**src/rtl/rx_frame_ctrl.sv**
```systemverilog
// rx_frame_ctrl: receive-side frame sequencer behind the sync-word demodulator.
// Deserialises the post-sync bit stream LSB-first, parses LEN / payload /
// additive checksum, and requests frame end (fsc_end) from the demodulator.
//
// Handshake: there is no backpressure. bit_in is meaningful only while
// bit_valid=1 (one bit per clk); byte_valid is a one-cycle strobe that
// qualifies byte_out, and the consumer must take every byte it is offered.
module rx_frame_ctrl #(
  parameter int MAX_LEN = 64,
  parameter bit CHK_EN  = 1'b1
) (
  input  logic       clk,
  input  logic       rst,
  input  logic       bit_in,
  input  logic       bit_valid,
  input  logic       abort,
  output logic       fsc_end,
  output logic [7:0] byte_out,
  output logic       byte_valid,
  output logic       frame_start,
  output logic [7:0] frame_len,
  output logic       frame_done,
  output logic       frame_err,
  output logic [1:0] err_code
);

  localparam logic [7:0] MAX_LEN_B = 8'(MAX_LEN);

  typedef enum logic [2:0] {
    S_IDLE    = 3'd0,
    S_LEN     = 3'd1,
    S_PAYLOAD = 3'd2,
    S_CSUM    = 3'd3,
    S_END     = 3'd4
  } state_t;

  state_t     state;
  state_t     state_d;
  logic [7:0] shreg;
  logic [2:0] bit_cnt;
  logic [7:0] byte_cnt;
  logic [7:0] sum;

  logic       active;
  logic       byte_full;
  logic [7:0] asm_byte;
  logic       len_ok;
  logic       pay_emit;
  logic       done_d;
  logic       shift_en;
  logic [1:0] err_d;

  // Next-state decode; abort outranks a dropped sync, which outranks a completing byte.
  always_comb begin
    active    = (state == S_LEN) || (state == S_PAYLOAD) || (state == S_CSUM);
    asm_byte  = {bit_in, shreg[7:1]};
    byte_full = (bit_cnt == 3'd7);
    shift_en  = bit_valid && ((state == S_IDLE) || (active && !abort));
    state_d   = state;
    err_d     = err_code;
    done_d    = 1'b0;
    len_ok    = 1'b0;
    pay_emit  = 1'b0;
    if (active && abort) begin
      err_d   = 2'd3;
      done_d  = 1'b1;
      state_d = S_END;
    end else if (active && !bit_valid) begin
      // Sync lost mid-frame: report and re-arm without requesting frame end.
      err_d   = 2'd3;
      done_d  = 1'b1;
      state_d = S_IDLE;
    end else begin
      case (state)
        S_IDLE: begin
          if (bit_valid) state_d = S_LEN;
        end
        S_LEN: begin
          if (byte_full) begin
            if (asm_byte > MAX_LEN_B) begin
              err_d   = 2'd1;
              done_d  = 1'b1;
              state_d = S_END;
            end else begin
              len_ok  = 1'b1;
              err_d   = 2'd0;
              state_d = (asm_byte == 8'd0) ? S_CSUM : S_PAYLOAD;
            end
          end
        end
        S_PAYLOAD: begin
          if (byte_full) begin
            pay_emit = 1'b1;
            if (byte_cnt + 8'd1 == frame_len) state_d = S_CSUM;
          end
        end
        S_CSUM: begin
          if (byte_full) begin
            if (CHK_EN && (asm_byte != sum)) err_d = 2'd2;
            done_d  = 1'b1;
            state_d = S_END;
          end
        end
        S_END: begin
          if (!bit_valid) state_d = S_IDLE;
        end
        default: state_d = S_IDLE;
      endcase
    end
  end

  // State register.
  always_ff @(posedge clk or negedge rst) begin
    if (!rst) state <= S_IDLE;
    else      state <= state_d;
  end

  // Deserialiser, frame counters and registered outputs.
  always_ff @(posedge clk or negedge rst) begin
    if (!rst) begin
      shreg       <= 8'd0;
      bit_cnt     <= 3'd0;
      byte_cnt    <= 8'd0;
      sum         <= 8'd0;
      fsc_end     <= 1'b0;
      byte_out    <= 8'd0;
      byte_valid  <= 1'b0;
      frame_start <= 1'b0;
      frame_len   <= 8'd0;
      frame_done  <= 1'b0;
      frame_err   <= 1'b0;
      err_code    <= 2'd0;
    end else begin
      frame_start <= len_ok;
      byte_valid  <= pay_emit;
      frame_done  <= done_d;
      frame_err   <= done_d && (err_d != 2'd0);
      err_code    <= err_d;
      fsc_end     <= (state_d == S_END);
      // Leaving the frame discards any partial byte so the next frame starts aligned.
      if ((state_d == S_IDLE) || (state_d == S_END)) begin
        bit_cnt <= 3'd0;
      end else if (shift_en) begin
        shreg   <= asm_byte;
        bit_cnt <= bit_cnt + 3'd1;
      end
      if (pay_emit) byte_out <= asm_byte;
      if (len_ok) begin
        frame_len <= asm_byte;
        sum       <= 8'd0;
        byte_cnt  <= 8'd0;
      end else if (pay_emit) begin
        sum      <= sum + asm_byte;
        byte_cnt <= byte_cnt + 8'd1;
      end
    end
  end

endmodule
```
**config.mk**
```make
export PLATFORM = sky130hd
export DESIGN_NAME = rx_frame_ctrl
export DESIGN_NICKNAME = d
export VERILOG_FILES = /design/src/rtl/rx_frame_ctrl.sv
export SDC_FILE = /design/constraint.sdc
export NUM_CORES = 1
export LEC_CHECK = 0
export BUFFER_PORTS_ARGS = -buffer_cell sky130_fd_sc_hd__buf_4
export CORE_ASPECT_RATIO = 0.9
export CORE_MARGIN = 2
export CORE_UTILIZATION = 50
export DETAILED_ROUTE_END_ITERATION = 6
export GPL_TIMING_DRIVEN = 1
export PLACE_DENSITY = 0.8
export SYNTH_ARGS = -nofsm -noshare
export SYNTH_HDL_FRONTEND = slang
export SYNTH_SLANG_ARGS = --single-unit
```
**constraint.sdc**
```tcl
create_clock -name clk -period 2.62 [get_ports clk]
set_clock_uncertainty 0.05 [all_clocks]
set_input_delay 0.131 -clock clk [delete_from_list [all_inputs] [get_ports clk]]
set_output_delay 0.131 -clock clk [all_outputs]
set_load 0.05 [all_outputs]
```
==> metrics.md <==
| Metric | Value |
|---|---|
| Grt ovf | `0` |
| Maximum VDD drop | `0.504 mV` |
| CTS Buf Count | `5` |
| Clk buf depth | `2` |
| Most frequent cells in the layout | `nand2_1, dfrtp_1, buf_4, o21ai_0, nor2_1` |
| Primary FF master, synth | `dfrtp_1` |
| Post-synth EDFFs | `0` |
| Area Growth Syn to Fin | `13.5%` |
| Sequential element share of the synthesized area | `48.2%` |
| Min-delay src | `abort` |
| Worst path cell trace | `ha_1 -> ha_1 -> nand2_1 -> or3_1 -> o32a_1 -> a31o_2 -> mux2_2` |
| First-pass GRT wire length | `10.2 mm` |
| Antenna violations before repair | `0` |
| Commonest non-fill, non-tap cell in the layout | `nand2_1` |
| Setup Viol. Count Final | `0` |
| Die area | `6010 µm²` |
| Syn avg cell area | `9.38 µm²` |
| Chip width | `81.5 µm` |
| Row count | `25` |
| RSZ-0062 raised after global routing | `no` |
| Maxcap violations | `0` |
| Root Driver | `clkbuf_8` |
| Setup Buffers After CTS | `0` |
| Routed vias/inst | `5.60` |
| FMAX | `429 MHz` |
| Clk sinks | `52` |
| Leak | `1.51 nW` |
| Post-synth net total | `304` |
| Worst-Skew Late Latency | `0.30 ns` |
| TritonCTS clock tree | `built` |
| Max-slew violation count | `0` |
| Pwr dens | `735 nW/µm²` |
| Antenna cells | `0` |
| Fin crit share | `88.9%` |
| Status | `completed` |
| Relative slew slack | `55.3%` |
| Synth Cell Area | `2700 µm²` |
| Total Routed Length | `6.01 mm` |
| Hold Fails Final Rpt | `0` |
| Port Buf Inserts | `27` |
| Fin nets | `331` |
| All-Layer GR Usage | `22.3%` |
| Most used cell, CP | `ha_1` |
| Worst min path class | `primary input to flip-flop` |
| Crit. End Element | `flip-flop` |
| CP arrival | `2.47 ns` |
| Vias after detailed routing | `2143` |
| Async SR Flop Fraction | `100%` |
| DRC Markers | `0` |
| Core area | `5220 µm²` |
| Post-CTS sizing | `0` |
| Slowest cell delay on critical path | `0.38 ns` |
| Mapped Cells | `288` |
| Tmin final | `2.33 ns` |
| Share of layout cells above drive strength 1 | `15.8%` |
| Reg2reg start | `bit_cnt[0]$_DFFE_PN0P_` |
| CP startpoint kind | `flip-flop` |
| Crit-path max FO | `10` |
| Setup TNS | `0 ns` |
| Setup CP Type | `flip-flop to flip-flop` |
| Hpwl dp | `4.16 mm` |
| GPL Wtd Cong | `0.904` |
| ANT nets after route | `0` |
| Crit. Startpoint | `bit_cnt[0]$_DFFE_PN0P_` |
| Worst-path clk slew | `0.09 ns` |
| Post-layout util | `58.7%` |
| Yosys warnings | `0` |
| Htree depth | `2` |
| Distinct cells, synth | `48` |
| Slowest cell on crit path | `or3_1` |
| Worst Path Required | `2.76 ns` |
| Post-synthesis sequential element count | `52` |
| # IOs | `28` |
| First-pass detailed-route iteration total | `4` |
| Die Ht | `73.7 µm` |
| Slew @ Worst Pin | `0.670 ns` |
| Initial core utilization | `51.7%` |
| WL/cell | `15.7 µm` |
| Number of global-route vias before repair | `2070` |
| Largest net degree at the start of global routing | `53` |
| Violation count after the first detailed-route iteration | `165` |
==> worst paths after layout <==
kind                            slack (ns)                       to  cells past startpoint
worst max-delay path                  0.29     shreg[5]$_DFFE_PN0P_                      7
worst min-delay path                  0.02       state[2]$_DFF_PN0_                      2
worst max register to register        0.29     shreg[5]$_DFFE_PN0P_                      7
worst min register to register        0.38   bit_cnt[0]$_DFFE_PN0P_                      1
max in group asynchronous             1.72       sum[5]$_DFFE_PN0P_                      2
min in group asynchronous             0.34  byte_cnt[7]$_DFFE_PN0P_                      2
==> registers in the layout, summed over array words and instances, names as in the netlist <==
name	cells
byte_cnt	8
byte_out	8
frame_len	8
sum	8
shreg	7
bit_cnt	3
state	3
err_code	2
byte_valid	1
frame_done	1
frame_err	1
frame_start	1
fsc_end	1
==> Yosys cell counts, types with 2 or more instances <==
library cell | n | area (µm²)
o21ai_0 | 18 | 90.1
inv_1 | 5 | 18.8
nor2_1 | 12 | 45.0
clkbuf_1 | 6 | 22.5
buf_2 | 2 | 10.0
buf_1 | 3 | 11.3
mux2_2 | 8 | 90.1
and2_1 | 3 | 18.8
and3_1 | 2 | 12.5
nor3_1 | 8 | 40.0
nor4_1 | 3 | 18.8
nand2_1 | 73 | 274
xnor2_1 | 10 | 87.6
or3_1 | 2 | 12.5
a21oi_1 | 10 | 50.1
xor2_1 | 6 | 52.6
nand2b_1 | 2 | 12.5
ha_1 | 10 | 125
nand3_1 | 4 | 20.0
dfrtp_1 | 52 | 1300
o21a_1 | 2 | 15.0
a21o_1 | 6 | 45.0
clkinv_1 | 2 | 7.51
a31o_2 | 2 | 17.5
nor2b_1 | 4 | 25.0
o22ai_1 | 8 | 50.1
o31ai_1 | 3 | 22.5
nand3b_1 | 2 | 15.0
==> timing repair <==
action                                  in CTS  in global routing
hold endpoints to repair                    52                  0
hold buffers                                 1                  0
endpoints found under the setup margin       0                  0
==> cells by family (layout without fill, tap and decap cells) <==
group | Yosys count | after routing | share of synthesized area [%]
xor+xnor | 16 | 16 | 5.19
compound gates | 58 | 58 | 13.9
flops | 52 | 52 | 48.2
mux | 9 | 9 | 3.71
fa+ha+maj | 11 | 11 | 5.37
simple gates | 123 | 123 | 20.7
buf+inv | 19 | 47 | 3.01
==> stage by stage <==
step | instances | total power (W) | worst slack [ns] | area, µm² | hold slack, ns
2_1_floorplan | 288 | 0.00161 | 0.419 | 2700 | -0.215
3_3_place_gp | 374 | 0.00176 | 0.304 | 2960 | 0.147
3_5_place_dp | 374 | 0.00179 | 0.352 | 2960 | 0.164
4_1_cts | 383 | 0.00226 | 0.297 | 3070 | 0.0126
5_1_grt | 383 | 0.00241 | 0.161 | 3070 | 0.0100
6_report | 383 | 0.00225 | 0.291 | 3070 | 0.0190
==> layer usage <==
layer | up-vias | routed length, µm | part of all wire [%] | global-route usage, %
li1 | 1052 | - | - | -
met1 | 1040 | 2770 | 46 | 31.0
met2 | 46 | 2920 | 48 | 36.6
met3 | 5 | 274 | 4.6 | 3.32
met4 | 0 | 54 | 0.90 | 5.65
met5 | - | 0 | 0 | 0
==> critical path: cells and delay by family, from the launching register on <==
kind                       cells  cell delay, ns
AOI/OAI and AO/OA              2            0.66
and+or+nand+nor                2            0.51
DFF                            1            0.36
adders and majority gates      2            0.35
muxes                          1            0.29
==> final cells by class <==
type	instances	area, µm²
timing repair buffer	32	243
multi-input combinational	217	1320
clock inverter	2	10.0
fill	480	2160
inverter	7	26.3
sequential	52	1300
tap	67	83.8
clock buffer	6	82.6
==> where the power goes <==
group | total (W) | switching, W | internal, W
Clock | 0.000474 | 0.000263 | 0.000211
Combinational | 0.000695 | 0.000378 | 0.000317
Sequential | 0.00108 | 0.000168 | 0.000916
Power figures use the tool's default switching activity.
